## src/rtl/scalar_hazard_ctrl.sv

```systemverilog
// Hazard and sequencing controller for the scalar pipeline.
// Produces same-cycle stall/flush controls for PC, IF/ID, ID/EX and EX/WB
// from load-use, taken-branch and multi-cycle execute hazards. A watchdog
// aborts a hung multi-cycle op. Saturating perf counters are kept for debug.
module scalar_hazard_ctrl #(
  parameter int MC_TIMEOUT = 64,
  parameter int ZERO_REG   = 1
) (
  input  logic        clk,
  input  logic        rst,
  input  logic        id_valid,
  input  logic [3:0]  id_rs1_addr,
  input  logic [3:0]  id_rs2_addr,
  input  logic        id_rs1_used,
  input  logic        id_rs2_used,
  input  logic        ex_valid,
  input  logic [3:0]  ex_rd_addr,
  input  logic        ex_we,
  input  logic        ex_is_load,
  input  logic        ex_mc_start,
  input  logic        ex_mc_done,
  input  logic        ex_branch_taken,
  output logic        pc_stall,
  output logic        if_id_stall,
  output logic        id_ex_stall,
  output logic        ex_wb_stall,
  output logic        if_id_flush,
  output logic        id_ex_flush,
  output logic        ex_wb_flush,
  output logic        mc_timeout,
  output logic        protocol_err,
  output logic [31:0] stall_cycles,
  output logic [15:0] flush_events
);

  typedef enum logic [1:0] {
    IDLE     = 2'd0,
    MC_WAIT  = 2'd1,
    MC_ABORT = 2'd2
  } state_t;

  // Last watchdog value before the hung op is aborted.
  localparam logic [7:0] WDOG_LAST = 8'(MC_TIMEOUT - 1);

  state_t      state_q, state_d;
  logic [7:0]  wdog_q, wdog_d;
  logic        mc_timeout_q, mc_timeout_d;
  logic        protocol_err_q, protocol_err_d;
  logic [31:0] stall_cycles_q, stall_cycles_d;
  logic [15:0] flush_events_q, flush_events_d;

  logic pc_stall_c, if_id_stall_c, id_ex_stall_c;
  logic if_id_flush_c, id_ex_flush_c, ex_wb_flush_c;
  logic flush_inc;
  logic mc_begin, branch_hit, rd_nonzero, src_match, load_use_hit;

  // Hazard detection terms evaluated against the current EX/ID contents.
  always_comb begin
    mc_begin     = ex_valid && ex_mc_start && !ex_mc_done;
    branch_hit   = ex_valid && ex_branch_taken;
    rd_nonzero   = (ZERO_REG == 0) || (ex_rd_addr != 4'd0);
    src_match    = (id_rs1_used && (id_rs1_addr == ex_rd_addr)) ||
                   (id_rs2_used && (id_rs2_addr == ex_rd_addr));
    load_use_hit = ex_valid && ex_is_load && ex_we && rd_nonzero &&
                   id_valid && src_match;
  end

  // Next-state, watchdog and same-cycle stall/flush decisions.
  always_comb begin
    state_d        = state_q;
    wdog_d         = wdog_q;
    pc_stall_c     = 1'b0;
    if_id_stall_c  = 1'b0;
    id_ex_stall_c  = 1'b0;
    if_id_flush_c  = 1'b0;
    id_ex_flush_c  = 1'b0;
    ex_wb_flush_c  = 1'b0;
    mc_timeout_d   = 1'b0;
    protocol_err_d = 1'b0;
    flush_inc      = 1'b0;
    case (state_q)
      IDLE: begin
        wdog_d = 8'd0;
        if ((ex_mc_start && ex_branch_taken) || (ex_mc_done && !ex_mc_start))
          protocol_err_d = 1'b1;
        if (mc_begin) begin
          pc_stall_c    = 1'b1;
          if_id_stall_c = 1'b1;
          id_ex_stall_c = 1'b1;
          ex_wb_flush_c = 1'b1;
          state_d       = MC_WAIT;
          wdog_d        = 8'd1;
        end else if (branch_hit) begin
          if_id_flush_c = 1'b1;
          id_ex_flush_c = 1'b1;
          flush_inc     = 1'b1;
        end else if (load_use_hit) begin
          pc_stall_c    = 1'b1;
          if_id_stall_c = 1'b1;
          id_ex_flush_c = 1'b1;
        end
      end
      MC_WAIT: begin
        if (ex_mc_done) begin
          state_d = IDLE;
          wdog_d  = 8'd0;
        end else begin
          pc_stall_c    = 1'b1;
          if_id_stall_c = 1'b1;
          id_ex_stall_c = 1'b1;
          ex_wb_flush_c = 1'b1;
          if (wdog_q == WDOG_LAST) begin
            state_d      = MC_ABORT;
            mc_timeout_d = 1'b1;
          end else begin
            wdog_d = wdog_q + 8'd1;
          end
        end
      end
      MC_ABORT: begin
        pc_stall_c    = 1'b1;
        id_ex_flush_c = 1'b1;
        ex_wb_flush_c = 1'b1;
        flush_inc     = 1'b1;
        state_d       = IDLE;
        wdog_d        = 8'd0;
      end
      default: begin
        state_d = IDLE;
        wdog_d  = 8'd0;
      end
    endcase
  end

  // Saturating perf counters: stalled PC cycles and redirect/abort events.
  always_comb begin
    stall_cycles_d = stall_cycles_q;
    flush_events_d = flush_events_q;
    if (pc_stall_c && (stall_cycles_q != '1))
      stall_cycles_d = stall_cycles_q + 32'd1;
    if (flush_inc && (flush_events_q != '1))
      flush_events_d = flush_events_q + 16'd1;
  end

  // State, watchdog, pulse and counter registers with synchronous reset.
  always_ff @(posedge clk) begin
    if (rst) begin
      state_q        <= IDLE;
      wdog_q         <= 8'd0;
      mc_timeout_q   <= 1'b0;
      protocol_err_q <= 1'b0;
      stall_cycles_q <= 32'd0;
      flush_events_q <= 16'd0;
    end else begin
      state_q        <= state_d;
      wdog_q         <= wdog_d;
      mc_timeout_q   <= mc_timeout_d;
      protocol_err_q <= protocol_err_d;
      stall_cycles_q <= stall_cycles_d;
      flush_events_q <= flush_events_d;
    end
  end

  // All outputs are held low for the whole time rst is asserted.
  assign pc_stall     = pc_stall_c    & ~rst;
  assign if_id_stall  = if_id_stall_c & ~rst;
  assign id_ex_stall  = id_ex_stall_c & ~rst;
  assign ex_wb_stall  = 1'b0;
  assign if_id_flush  = if_id_flush_c & ~rst;
  assign id_ex_flush  = id_ex_flush_c & ~rst;
  assign ex_wb_flush  = ex_wb_flush_c & ~rst;
  assign mc_timeout   = mc_timeout_q   & ~rst;
  assign protocol_err = protocol_err_q & ~rst;
  assign stall_cycles = rst ? 32'd0 : stall_cycles_q;
  assign flush_events = rst ? 16'd0 : flush_events_q;

endmodule
```

## config.mk

```make
export PLATFORM = sky130hd
export DESIGN_NAME = scalar_hazard_ctrl
export DESIGN_NICKNAME = d
export VERILOG_FILES = /design/src/rtl/scalar_hazard_ctrl.sv
export SDC_FILE = /design/constraint.sdc
export NUM_CORES = 1
export LEC_CHECK = 0
export BUFFER_PORTS_ARGS = -buffer_cell sky130_fd_sc_hd__buf_2
export CAP_MARGIN = 20
export CORE_MARGIN = 4
export CORE_UTILIZATION = 59
export DETAILED_ROUTE_END_ITERATION = 8
export PLACE_DENSITY = 0.85
export SLEW_MARGIN = 20
export SYNTH_ARGS = -nofsm -noshare
export SYNTH_HDL_FRONTEND = slang
export SYNTH_SLANG_ARGS = --single-unit
```

## constraint.sdc

```tcl
create_clock -name clk -period 5.15 [get_ports clk]
set_input_delay 0 -clock clk [delete_from_list [all_inputs] [get_ports clk]]
set_output_delay 0 -clock clk [all_outputs]
set_load 0.1 [all_outputs]
```

==> results.yml <==
routing:
  wl_um: 8090
  drtPass1Iterations: 4
  first_iter_violations: 196
  dr_total_vias: 3233
  viasPerCell: 5.76
  wl_per_cell_um: 14.4
  drc: 0
  drtAntennaViolNets: 0
setup_path:
  critPathLaunchType: "flip-flop"
  ff2ff_path_depth: 5
  rr_endpoint: "stall_cycles_q[17]"
  critPathRequiredTime_ns: 5.38
  critPathKind: "reg -> reg"
  worstSetupEndpointType: "flip-flop"
  critPathMaxFanout: 20
  arrival_ns: 2.75
  rrSetupSlack_ns: 2.63
  r2r_start: "stall_cycles_q[7]"
clocking:
  htree_levels: 3
  hold_buffers: 0
  clk_pin_slew_ns: 0.06
  cts_resized: 0
  clockBufferDepth: 2
  tritoncts: "done"
  cts_setup_buffers: 0
  cts_made_buffers: 9
  numClockSinks: 60
  cts-root-buf: "clkbuf_8"
  clk_latency_ns: 0.34
synthesis:
  yosys.area.top_type_share_pct: 34.3
  avgSynthCellArea_um2: 8.37
  synth_ff_type: "dfxtp_1"
  synthArstFlopShare_pct: 0
  synth.area.top_cells: "dfxtp_1, nor2b_1, nor2_1, mux2_1, xor2_1"
  synth_area_um2: 3510
  yosysWarnings: 0
  synth_top_cell_by_area: "dfxtp_1"
  synth_edf_count: 0
  synthesis.nets: 445
  seq_area_frac_synth_pct: 34.3
  ys_seq_elements: 60
  ys_types: 47
  netlist_instances: 419
place:
  dpl_cell_area_um2: 3880
  dp_cells: 547
  dp_hpwl_um: 5790
  io_buffer_count: 78
  gp_congestion: 0.871
worst_hold_path:
  holdPathStages: 3
  hold_end: "protocol_err_q"
  min_from: "ex_branch_taken"
  hold_class: "in -> reg"
timing:
  relSlewSlack_pct: 33.2
  tns_ns: 0
  min_period_over_period_pct: 48.9
  rsz0062_at_grt: "false"
  finalCriticalPeriod_ns: 2.52
  finalHoldViolCount: 0
  setup_violations: 0
  clock_skew_ns: 0.00761
  worst-slew-pin-transition_ns: 1.00
  drv_slew: 0
  fmax_ghz: 0.397
layout:
  regArea_um2: 1200
  layout_common_cells: "buf_2, nor2_1, dfxtp_1"
  instances_no_fill: 561
  nNetsFinal: 512
  multi_input_area_um2: 2170
  antenna_cells: 0
  drive_gt1_share_pct: 23.9
  final.fill_count: 435
  final_design_area_no_fill_um2: 4040
  fin_util_pct: 71.6
  layout_commonest_cell: "buf_2"
  syn2layout_area_growth_pct: 15.2
floorplanning:
  rows: 27
  initial_core_util_pct: 62.1
  ios: 80
  die-area_um2: 7240
  core_area_um2: 5640
  fp.dieW_um: 85.1
  dieHeight_um: 85.1
run:
  drv_cap: 0
status:
  status: "finished clean"
global_route:
  gr-total-overflow: 0
  grt_max_degree: 110
  grt_pass1_wl_um: 13700
  grtUsageTotal_pct: 23.1
  antenna_found_initial: 0
  grt_pass1_vias: 3007
power:
  p_leak_nw: 1.69
  power_per_cell_area_nw_per_um2: 225
  ir_worst_vdd_mv: 0.182
area by class of cell:
class	count	area share [%]
Clock buffer	11	3.50
Tap cell	72	2.23
Inverter	5	0.465
Clock inverter	3	0.372
Sequential cell	60	29.7
Timing Repair Buffer	79	9.92
Multi-Input combinational cell	331	53.8
where the power goes:
group	switching, mW	internal [mW]	leakage [nW]
logic	0.0627	0.0220	1.12
registers	0.00340	0.467	0.484
clock network	0.174	0.180	0.0848
total	0.240	0.668	1.69
cells by family (layout without fill, tap and decap cells):
family / Yosys count / after routing / share of synthesized area (%)
other: 1 / 1 / 0.107
flip-flops: 60 / 60 / 34.3
buffers and inverters: 28 / 98 / 3.82
adder cells (fa/ha/maj): 3 / 3 / 1.07
AO/OA/AOI/OAI: 34 / 34 / 6.78
XOR/XNOR: 24 / 24 / 6.00
AND/OR/NAND/NOR: 240 / 240 / 38.8
multiplexers: 29 / 29 / 9.21
metal layers:
layer / part of all wire [%] / vias up / wire [um] / global-route usage [%]
met5: 0 / - / 0 / 0
met3: 5.3 / 14 / 430 / 6.70
met1: 42 / 1528 / 3430 / 27.9
met4: 1.8 / 0 / 146 / 8.78
li1: - / 1603 / - / -
met2: 50 / 88 / 4080 / 38.7
sequential cells by signal, summed over array words and instances, names as in the netlist:
name / count
flush_events_q: 16
mc_timeout_q: 1
protocol_err_q: 1
stall_cycles_q: 32
state_q: 2
wdog_q: 8
stage by stage:
step	setup WS, ns	hold WS (ns)	power, mW
2_1_floorplan	1.38	0.209	0.546
3_3_place_gp	2.77	0.361	0.562
3_5_place_dp	2.65	0.373	0.565
4_1_cts	2.65	0.0219	0.916
5_1_grt	2.41	0.0431	0.942
6_report	2.63	0.0333	0.908
synthesized netlist by cell type, drive strengths merged (3+ instances only):
| master | instances |
|---|---|
| or3 | 6 |
| mux2i | 3 |
| or2 | 4 |
| clkbuf | 12 |
| nand2 | 22 |
| nor4b | 6 |
| ha | 3 |
| nor3b | 3 |
| mux2 | 26 |
| buf | 11 |
| xor2 | 22 |
| a211oi | 3 |
| and4 | 3 |
| a21oi | 8 |
| o21ai | 8 |
| nor4 | 14 |
| nand4 | 18 |
| and3 | 11 |
| nor2 | 67 |
| nand3 | 18 |
| dfxtp | 60 |
| a31oi | 5 |
| nor3 | 14 |
| nor2b | 48 |
| inv | 5 |
worst max-delay path by stage:
stage | to | depth (start not counted) | startpoint
after floorplan | if_id_flush | 4 | rst
after global placement | stall_cycles_q[17] | 5 | stall_cycles_q[7]
after detailed placement | stall_cycles_q[17] | 5 | stall_cycles_q[7]
after CTS | stall_cycles_q[17] | 5 | stall_cycles_q[7]
after global routing | stall_cycles_q[10] | 5 | stall_cycles_q[7]
final | stall_cycles_q[17] | 5 | stall_cycles_q[7]
critical path, stage by stage, from the launching register on:
cell and delay [ns]:
dfxtp_1 0.41, nand4_1 0.27, nor3_2 0.43, and4_1 0.83, nor3_1 0.13, mux2_1 0.34
No activity file was read; power rests on OpenSTA's default activity.
